--- src/rtl/sdram_cmd_mon_pkg.sv ---
// Shared definitions for the SDRAM command-bus monitor.
//   cmd_e      : decoded command, encoded as {ras_n,cas_n,we_n} (cs_n=1 folds into CmdNop)
//   state_e    : init-sequence FSM states
//   tmr_src_e  : which command last loaded the shared post-command timer
//   Err*       : bit positions inside err_vec
//   cmd_decode : raw {cs_n,ras_n,cas_n,we_n} -> cmd_e
package sdram_cmd_mon_pkg;

  typedef enum logic [2:0] {
    CmdMrs  = 3'b000,
    CmdAref = 3'b001,
    CmdPre  = 3'b010,
    CmdAct  = 3'b011,
    CmdWr   = 3'b100,
    CmdRd   = 3'b101,
    CmdBst  = 3'b110,
    CmdNop  = 3'b111
  } cmd_e;

  typedef enum logic [2:0] {
    StWait,
    StPre,
    StAref,
    StMrs,
    StRun
  } state_e;

  typedef enum logic [1:0] {
    TmrNone,
    TmrRp,
    TmrRfc,
    TmrMrd
  } tmr_src_e;

  localparam int unsigned ErrInitSeq  = 0;
  localparam int unsigned ErrTrp      = 1;
  localparam int unsigned ErrTrfc     = 2;
  localparam int unsigned ErrTmrd     = 3;
  localparam int unsigned ErrArefLate = 4;
  localparam int unsigned ErrBank     = 5;
  localparam int unsigned ErrW        = 6;

  // A deselected device (cs_n=1) sees nothing, which is the same as a NOP.
  function automatic cmd_e cmd_decode(input logic [3:0] raw);
    if (raw[3]) begin
      return CmdNop;
    end
    return cmd_e'(raw[2:0]);
  endfunction

endpackage

--- src/rtl/sdram_cmd_mon_if.sv ---
// SDRAM command bus as seen on the pins.
//   sdram_cmd  [3:0]  {cs_n,ras_n,cas_n,we_n}
//   sdram_ba   [1:0]  bank address
//   sdram_addr [12:0] row/col/mode address; bit 10 = all-banks on PRECHARGE
// Modports: master (controller side, drives), slave (monitor/device side, observes).
interface sdram_cmd_mon_if;

  logic [3:0]  sdram_cmd;
  logic [1:0]  sdram_ba;
  logic [12:0] sdram_addr;

  modport master (
    output sdram_cmd,
    output sdram_ba,
    output sdram_addr
  );

  modport slave (
    input sdram_cmd,
    input sdram_ba,
    input sdram_addr
  );

endinterface

--- src/rtl/sdram_cmd_mon_bank_tracker.sv ---
// Open-bank map for the SDRAM command monitor. Only exists when SDRAM_MON_BANK_CHK_EN is
// defined; the default build has no bank tracking at all.
//   i_clk, i_rst : clock, asynchronous active-high reset
//   i_cmd        : decoded current command
//   i_ba         : bank address of the current command
//   i_a10        : addr[10], all-banks flag on PRECHARGE
//   o_viol       : current command is illegal for the present open map (combinational)
`ifdef SDRAM_MON_BANK_CHK_EN
module sdram_cmd_mon_bank_tracker
  import sdram_cmd_mon_pkg::*;
(
  input  logic       i_clk,
  input  logic       i_rst,
  input  cmd_e       i_cmd,
  input  logic [1:0] i_ba,
  input  logic       i_a10,
  output logic       o_viol
);

  logic [3:0] r_bank_open;

  always_comb begin
    o_viol = 1'b0;
    case (i_cmd)
      CmdAct:          o_viol = r_bank_open[i_ba];
      CmdRd, CmdWr:    o_viol = !r_bank_open[i_ba];
      CmdAref, CmdMrs: o_viol = |r_bank_open;
      default:         o_viol = 1'b0;
    endcase
  end

  // The map follows the command even when it was a violation.
  always_ff @(posedge i_clk or posedge i_rst) begin
    if (i_rst) begin
      r_bank_open <= 4'b0000;
    end else begin
      case (i_cmd)
        CmdAct: r_bank_open[i_ba] <= 1'b1;
        CmdPre: begin
          if (i_a10) begin
            r_bank_open <= 4'b0000;
          end else begin
            r_bank_open[i_ba] <= 1'b0;
          end
        end
        default: ;
      endcase
    end
  end

endmodule
`endif

--- src/rtl/sdram_cmd_mon.sv ---
// SDRAM command-bus monitor. Decodes the command bus, follows the power-up init sequence
// (wait, PRECHARGE-all, AUTO_REFRESH x INIT_AREF, MODE_REG_SET), checks tRP/tRFC/tMRD and
// the refresh interval, and keeps sticky error flags.
// Optional: define SDRAM_MON_BANK_CHK_EN to add open-bank tracking (err_vec[5]);
// otherwise err_vec[5] is always 0.
//   i_sys_clk, i_sys_rst : command clock, asynchronous active-high reset
//   i_sdram              : command bus (slave modport)
//   i_err_clr            : synchronous clear of o_err_vec and o_aref_cnt
//   o_init_done          : init MRS accepted, monitor in RUN
//   o_mode_reg           : address captured on the init MRS
//   o_aref_cnt           : AUTO_REFRESH count in RUN, saturating
//   o_err_vec            : sticky [0]init_seq [1]tRP [2]tRFC [3]tMRD [4]aref_late [5]bank
//   o_err_pulse          : one-cycle pulse when any error bit newly sets
module sdram_cmd_mon
  import sdram_cmd_mon_pkg::*;
#(
  parameter int unsigned INIT_WAIT = 20000,
  parameter int unsigned T_RP      = 2,
  parameter int unsigned T_RFC     = 7,
  parameter int unsigned T_MRD     = 3,
  parameter int unsigned INIT_AREF = 2,
  parameter int unsigned AREF_MAX  = 750
) (
  input  logic                 i_sys_clk,
  input  logic                 i_sys_rst,
  sdram_cmd_mon_if.slave       i_sdram,
  input  logic                 i_err_clr,
  output logic                 o_init_done,
  output logic [12:0]          o_mode_reg,
  output logic [15:0]          o_aref_cnt,
  output logic [ErrW-1:0]      o_err_vec,
  output logic                 o_err_pulse
);

  localparam int unsigned WaitW = $clog2(INIT_WAIT + 1);
  localparam int unsigned ArW   = $clog2(INIT_AREF + 1);
  localparam int unsigned AIntW = $clog2(AREF_MAX + 1);
  localparam int unsigned TMaxA = (T_RP > T_RFC) ? T_RP : T_RFC;
  localparam int unsigned TMax  = (TMaxA > T_MRD) ? TMaxA : T_MRD;
  localparam int unsigned TmrW  = $clog2(TMax + 1);

  cmd_e              w_cmd;
  logic              w_nonnop;
  logic              w_a10;
  logic [ErrW-1:0]   w_err_new;
  logic [ErrW-1:0]   w_err_rise;

  state_e            r_state;
  logic [WaitW-1:0]  r_wait;
  logic [ArW-1:0]    r_init_aref;
  logic [12:0]       r_mode_reg;
  logic              r_init_done;
  logic [TmrW-1:0]   r_tmr;
  tmr_src_e          r_tmr_src;
  logic [AIntW-1:0]  r_aref_int;
  logic [15:0]       r_aref_cnt;
  logic [ErrW-1:0]   r_err_vec;
  logic              r_err_pulse;

  assign w_cmd    = cmd_decode(i_sdram.sdram_cmd);
  assign w_nonnop = (w_cmd != CmdNop);
  assign w_a10    = i_sdram.sdram_addr[10];

`ifdef SDRAM_MON_BANK_CHK_EN
  logic w_bank_viol;

  sdram_cmd_mon_bank_tracker u_bank_tracker (
    .i_clk  (i_sys_clk),
    .i_rst  (i_sys_rst),
    .i_cmd  (w_cmd),
    .i_ba   (i_sdram.sdram_ba),
    .i_a10  (w_a10),
    .o_viol (w_bank_viol)
  );
`else
  logic w_unused_ba;
  assign w_unused_ba = ^i_sdram.sdram_ba;
`endif

  // Errors raised by the current command, checked against state before this edge.
  always_comb begin
    w_err_new = '0;
    case (r_state)
      StWait:  w_err_new[ErrInitSeq] = w_nonnop;
      StPre:   w_err_new[ErrInitSeq] = w_nonnop && !((w_cmd == CmdPre) && w_a10);
      StAref:  w_err_new[ErrInitSeq] = w_nonnop && (w_cmd != CmdAref);
      StMrs:   w_err_new[ErrInitSeq] = w_nonnop && (w_cmd != CmdMrs);
      default: ;
    endcase
    if (w_nonnop && (r_tmr != '0)) begin
      case (r_tmr_src)
        TmrRp:   w_err_new[ErrTrp]  = 1'b1;
        TmrRfc:  w_err_new[ErrTrfc] = 1'b1;
        TmrMrd:  w_err_new[ErrTmrd] = 1'b1;
        default: ;
      endcase
    end
    // Fires only on the step into AREF_MAX; the interval counter then holds there.
    if ((r_state == StRun) && (w_cmd != CmdAref) && (r_aref_int == AIntW'(AREF_MAX - 1))) begin
      w_err_new[ErrArefLate] = 1'b1;
    end
`ifdef SDRAM_MON_BANK_CHK_EN
    w_err_new[ErrBank] = w_bank_viol;
`endif
  end

  // A bit being cleared this cycle counts as "new" again, so set-beats-clear also pulses.
  always_comb begin
    w_err_rise = w_err_new & (i_err_clr ? {ErrW{1'b1}} : ~r_err_vec);
  end

  // Init sequence FSM with its registered outputs.
  always_ff @(posedge i_sys_clk or posedge i_sys_rst) begin
    if (i_sys_rst) begin
      r_state     <= StWait;
      r_wait      <= '0;
      r_init_aref <= '0;
      r_mode_reg  <= '0;
      r_init_done <= 1'b0;
    end else begin
      case (r_state)
        StWait: begin
          if (r_wait == WaitW'(INIT_WAIT - 1)) begin
            r_state <= StPre;
          end else begin
            r_wait <= r_wait + WaitW'(1);
          end
        end
        StPre: begin
          if ((w_cmd == CmdPre) && w_a10) begin
            r_state <= StAref;
          end
        end
        StAref: begin
          if (w_cmd == CmdAref) begin
            if (r_init_aref == ArW'(INIT_AREF - 1)) begin
              r_state <= StMrs;
            end else begin
              r_init_aref <= r_init_aref + ArW'(1);
            end
          end
        end
        StMrs: begin
          if (w_cmd == CmdMrs) begin
            r_mode_reg  <= i_sdram.sdram_addr;
            r_init_done <= 1'b1;
            r_state     <= StRun;
          end
        end
        default: ;
      endcase
    end
  end

  // Shared post-command timer; a new PRE/AREF/MRS always reloads it, legal or not.
  always_ff @(posedge i_sys_clk or posedge i_sys_rst) begin
    if (i_sys_rst) begin
      r_tmr     <= '0;
      r_tmr_src <= TmrNone;
    end else begin
      case (w_cmd)
        CmdPre: begin
          r_tmr     <= TmrW'(T_RP - 1);
          r_tmr_src <= TmrRp;
        end
        CmdAref: begin
          r_tmr     <= TmrW'(T_RFC - 1);
          r_tmr_src <= TmrRfc;
        end
        CmdMrs: begin
          r_tmr     <= TmrW'(T_MRD - 1);
          r_tmr_src <= TmrMrd;
        end
        default: begin
          if (r_tmr != '0) begin
            r_tmr <= r_tmr - TmrW'(1);
          end
        end
      endcase
    end
  end

  // Refresh interval and refresh count, RUN only.
  always_ff @(posedge i_sys_clk or posedge i_sys_rst) begin
    if (i_sys_rst) begin
      r_aref_int <= '0;
      r_aref_cnt <= '0;
    end else begin
      if (r_state == StRun) begin
        if (w_cmd == CmdAref) begin
          r_aref_int <= '0;
        end else if (r_aref_int != AIntW'(AREF_MAX)) begin
          r_aref_int <= r_aref_int + AIntW'(1);
        end
      end
      if (i_err_clr) begin
        r_aref_cnt <= '0;
      end else if ((r_state == StRun) && (w_cmd == CmdAref) && (r_aref_cnt != 16'hFFFF)) begin
        r_aref_cnt <= r_aref_cnt + 16'd1;
      end
    end
  end

  always_ff @(posedge i_sys_clk or posedge i_sys_rst) begin
    if (i_sys_rst) begin
      r_err_vec   <= '0;
      r_err_pulse <= 1'b0;
    end else begin
      r_err_vec   <= (i_err_clr ? {ErrW{1'b0}} : r_err_vec) | w_err_new;
      r_err_pulse <= |w_err_rise;
    end
  end

  assign o_init_done = r_init_done;
  assign o_mode_reg  = r_mode_reg;
  assign o_aref_cnt  = r_aref_cnt;
  assign o_err_vec   = r_err_vec;
  assign o_err_pulse = r_err_pulse;

endmodule

--- src/flat_wrapper.sv ---
// flat-port wrapper written by rule: the top's interface ports become plain ports
module sdram_cmd_mon_flat import sdram_cmd_mon_pkg::*;
#(
  parameter int unsigned INIT_WAIT = 20000,
  parameter int unsigned T_RP      = 2,
  parameter int unsigned T_RFC     = 7,
  parameter int unsigned T_MRD     = 3,
  parameter int unsigned INIT_AREF = 2,
  parameter int unsigned AREF_MAX  = 750
)
  (i_sys_clk, i_sys_rst, i_err_clr, o_init_done, o_mode_reg, o_aref_cnt, o_err_vec, o_err_pulse, i_sdram_sdram_cmd, i_sdram_sdram_ba, i_sdram_sdram_addr);
  sdram_cmd_mon_if i_sdram_i ();
  input  logic i_sys_clk;
  input  logic i_sys_rst;
  input  logic i_err_clr;
  output logic o_init_done;
  output logic [12:0] o_mode_reg;
  output logic [15:0] o_aref_cnt;
  output logic [ErrW-1:0] o_err_vec;
  output logic o_err_pulse;
  input wire logic [$bits(i_sdram_i.sdram_cmd)-1:0] i_sdram_sdram_cmd;
  input wire logic [$bits(i_sdram_i.sdram_ba)-1:0] i_sdram_sdram_ba;
  input wire logic [$bits(i_sdram_i.sdram_addr)-1:0] i_sdram_sdram_addr;
  assign i_sdram_i.sdram_cmd = i_sdram_sdram_cmd;
  assign i_sdram_i.sdram_ba = i_sdram_sdram_ba;
  assign i_sdram_i.sdram_addr = i_sdram_sdram_addr;
  sdram_cmd_mon #(.INIT_WAIT(INIT_WAIT), .T_RP(T_RP), .T_RFC(T_RFC), .T_MRD(T_MRD), .INIT_AREF(INIT_AREF), .AREF_MAX(AREF_MAX)) u_core (.i_sys_clk(i_sys_clk), .i_sys_rst(i_sys_rst), .i_sdram(i_sdram_i), .i_err_clr(i_err_clr), .o_init_done(o_init_done), .o_mode_reg(o_mode_reg), .o_aref_cnt(o_aref_cnt), .o_err_vec(o_err_vec), .o_err_pulse(o_err_pulse));
endmodule
--- config.mk ---
export PLATFORM = sky130hd
export DESIGN_NAME = sdram_cmd_mon_flat
export DESIGN_NICKNAME = d
export VERILOG_FILES = /design/src/rtl/sdram_cmd_mon_pkg.sv /design/src/rtl/sdram_cmd_mon_if.sv /design/src/rtl/sdram_cmd_mon_bank_tracker.sv /design/src/rtl/sdram_cmd_mon.sv /design/src/flat_wrapper.sv
export SDC_FILE = /design/constraint.sdc
export NUM_CORES = 1
export LEC_CHECK = 0
export BUFFER_PORTS_ARGS = -buffer_cell sky130_fd_sc_hd__buf_2
export CAP_MARGIN = 20
export CORE_ASPECT_RATIO = 0.8
export CORE_MARGIN = 8
export CORE_UTILIZATION = 56
export CTS_CLUSTER_DIAMETER = 40
export DETAILED_ROUTE_END_ITERATION = 12
export HOLD_SLACK_MARGIN = 0.02
export PLACE_DENSITY = 0.79
export SYNTH_ARGS = -nofsm -noshare
export SYNTH_HDL_FRONTEND = slang
export SYNTH_SLANG_ARGS = --single-unit
--- constraint.sdc ---
create_clock -name i_sys_clk -period 2.3 [get_ports i_sys_clk]
set_input_delay 0.23 -clock i_sys_clk [delete_from_list [all_inputs] [get_ports i_sys_clk]]
set_output_delay 0.23 -clock i_sys_clk [all_outputs]
set_load 0.03 [all_outputs]
==> results.yml <==
timing:
  fin_crit_sh_pct: 92.5
  rsz0062_at_grt: "no"
  fin_skew_ns: 0.0103
  final-hold-violation-count: 0
  slew_viol_final: 0
  fin_crit_ns: 2.13
  setup-violations-final: 0
  tightestPinTransition_ns: 0.687
  max_freq_ghz: 0.470
  maxSlewHeadroom_pct: 53.9
  setup_tns_ns: 0
grt:
  grt_antenna_before_repair: 0
  grt_max_degree: 41
  grt_pass1_vias: 2999
  grt_pass1_wl_um: 14000
  grtUsageTotal_pct: 18.6
  globalRoute.totalOverflow: 0
worst_setup_path:
  rr_worst_depth: 5
  critPathCaptureType: "flip-flop"
  r2r-start: "u_core.o_aref_cnt[0]$_DFFE_PP0P_"
  required_ns: 2.53
  reg2reg_slack_ns: 0.17
  crit_arrival_ns: 2.35
  r2r-end: "u_core.o_aref_cnt[13]$_DFFE_PP0P_"
  path_class: "flip-flop to flip-flop"
  crit_start: "u_core.o_aref_cnt[0]$_DFFE_PP0P_"
  path_max_fanout: 19
  start_kind: "flip-flop"
floorplan:
  rows: 26
  die_h_um: 88.2
  die-area_sq_um: 9370
  core-area_sq_um: 6340
  start_util_pct: 57.5
  die_w_um: 106
  num_io_pins: 59
hold_path:
  whs_path_depth: 2
  worst_hold_path.endpoint: "u_core.o_mode_reg[5]$_DFFE_PP0P_"
  min_path_type: "input pin to flip-flop"
  min-delay-start: "i_sdram_sdram_addr[5]"
logic_synthesis:
  async_flop_share_pct: 100
  seq_area_frac_synth_pct: 48.7
  synth_compound_area_share_pct: 11.9
  synthSimpleGateAreaFrac_pct: 22.7
  synth_edf_count: 0
  ys_ff_latch: 71
  ys_types: 53
  muxShareOfSynthArea_pct: 6.14
  synthXorXnorAreaFrac_pct: 3.84
  synth_cells: 351
  ys.flop_type: "dfrtp_1"
  syn_avg_cell_area_sq_um: 10.4
  synth_nets: 381
  synthAdderAreaFrac_pct: 2.74
  synth_top_family_by_area: "simple AND/OR/NAND/NOR gates"
  ys_warn_count: 0
  syn_area_sq_um: 3650
routing:
  vias_per_cell: 5.92
  routed_wl_um: 8390
  dr.pass1.iters: 5
  num_vias: 2966
  wl_per_cell_um: 16.7
  drc_errors: 0
  drt_iter0_markers: 210
  ant_nets: 0
layout:
  largest_reg_flops: 16
  layout_commonest_cell: "dfrtp_1"
  syn_to_final_growth_pct: 18.1
  fin_util_pct: 67.9
  fin_nets: 442
  final_cell_mix: "71 x dfrtp_1, 55 x buf_2, 22 x nand2_1"
  register_area_sq_um: 1780
  final_cells: 501
  multi_input_area_sq_um: 1730
  final_area_sq_um: 4310
  num-fill-cells: 509
  drive_above_1_share_pct: 23.7
  n_antenna_cell: 0
clock_tree:
  clk_path_buf_depth: 2
  cts.reportedPaths.clkPinSlew_ns: 0.08
  holdBufCountCts: 1
  ctsHtreeMaxLevel: 3
  clock-sinks: 71
  cts_tree: "built"
  root_buffer: "clkbuf_8"
  insertion_delay_ns: 0.35
  cts_resized: 0
  postCtsSetupBuffers: 0
  cts_made_buffers: 9
placement:
  gp_congestion: 0.818
  port_buffers: 55
  place_area_sq_um: 4040
  hpwl_um: 5920
  dpl.cell_count: 484
power:
  irDropWorstVdd_uv: 466
  total_power_mw: 2.90
  p_per_area_nw_per_um2: 672
  leakage_nw: 2.05
job:
  cap_violations: 0
status:
  status: "completed"
==> critical path, stage by stage, from the launching register on <==
cell	delay, ns
dfrtp_1	0.42
ha_1	0.25
and4_1	0.26
and4_1	0.33
nor4_1	0.38
mux2_1	0.36
==> stage by stage <==
step                      hold WS, ns  setup WS, ns
after detailed placement        0.346         0.225
after CTS                      0.0795         0.195
after floorplan                 0.365         0.263
final                           0.101         0.173
after global placement          0.338         0.278
after global routing           0.0729         0.108
==> Yosys cell counts (3+ instances only) <==
library cell	instances	share of area, %
buf_2	3	0.41
nor2_1	11	1.1
and4_1	7	1.7
nor4_1	7	1.2
a32o_1	3	0.82
xnor2_1	15	3.6
nand4_1	15	2.6
inv_1	16	1.6
and3_1	5	0.86
nand2_1	22	2.3
a31oi_1	3	0.51
a21oi_1	20	2.7
o31ai_1	9	1.9
mux2_1	11	3.4
o21ai_0	14	1.9
mux2_2	8	2.5
or4_1	11	2.3
nand3_1	14	1.9
dfrtp_1	71	49
nor2b_1	6	1.0
or3_1	9	1.5
nand4b_1	4	0.96
ha_1	8	2.7
nor3_1	4	0.55
nor4b_1	3	0.72
o21a_1	3	0.62
clkbuf_1	14	1.4
==> power breakdown <==
| part | internal [mW] | leakage, nW | total [mW] | switching [mW] |
|---|---|---|---|---|
| clock network | 0.780 | 0.130 | 1.24 | 0.464 |
| logic | 0.129 | 1.01 | 0.318 | 0.190 |
| registers | 1.30 | 0.907 | 1.34 | 0.0347 |
| total | 2.21 | 2.05 | 2.90 | 0.688 |
==> cells by family after synthesis <==
logic type               after synthesis
AO/OA/AOI/OAI                         67
XOR/XNOR                              16
adder cells (fa/ha/maj)                8
buffers and inverters                 35
flip-flops                            71
multiplexers                          20
other                                  1
AND/OR/NAND/NOR                      133
==> worst max path at each step <==
| stage | to | slack (ns) | cells past startpoint |
|---|---|---|---|
| 3_5_place_dp | u_core.o_aref_cnt[13]$_DFFE_PP0P_ | 0.23 | 5 |
| 5_1_grt | u_core.o_aref_cnt[15]$_DFFE_PP0P_ | 0.11 | 5 |
| 6_report | u_core.o_aref_cnt[13]$_DFFE_PP0P_ | 0.17 | 5 |
| 3_3_place_gp | u_core.o_aref_cnt[15]$_DFFE_PP0P_ | 0.28 | 5 |
| 4_1_cts | u_core.o_aref_cnt[13]$_DFFE_PP0P_ | 0.19 | 5 |
| 2_1_floorplan | u_core.o_aref_cnt[13]$_DFFE_PP0P_ | 0.26 | 6 |
==> area by class of cell <==
| cell class | instances | area share (%) |
|---|---|---|
| clock buffers | 11 | 3.51 |
| inverters | 16 | 1.39 |
| multi-input cells | 245 | 40.1 |
| flip-flops and latches | 71 | 41.2 |
| repair buffers | 69 | 8.89 |
| well taps | 84 | 2.44 |
| clock inverters | 5 | 2.41 |
==> routing by layer <==
layer / part of all wire (%) / track usage [%] / vias up
li1: - / - / 1433
met1: 45 / 22.6 / 1458
met2: 50 / 31.1 / 67
met3: 4.6 / 6.18 / 8
met4: 0.75 / 5.35 / 0
met5: 0 / 0 / -
Note: power is estimated with default switching activity, not from simulation.
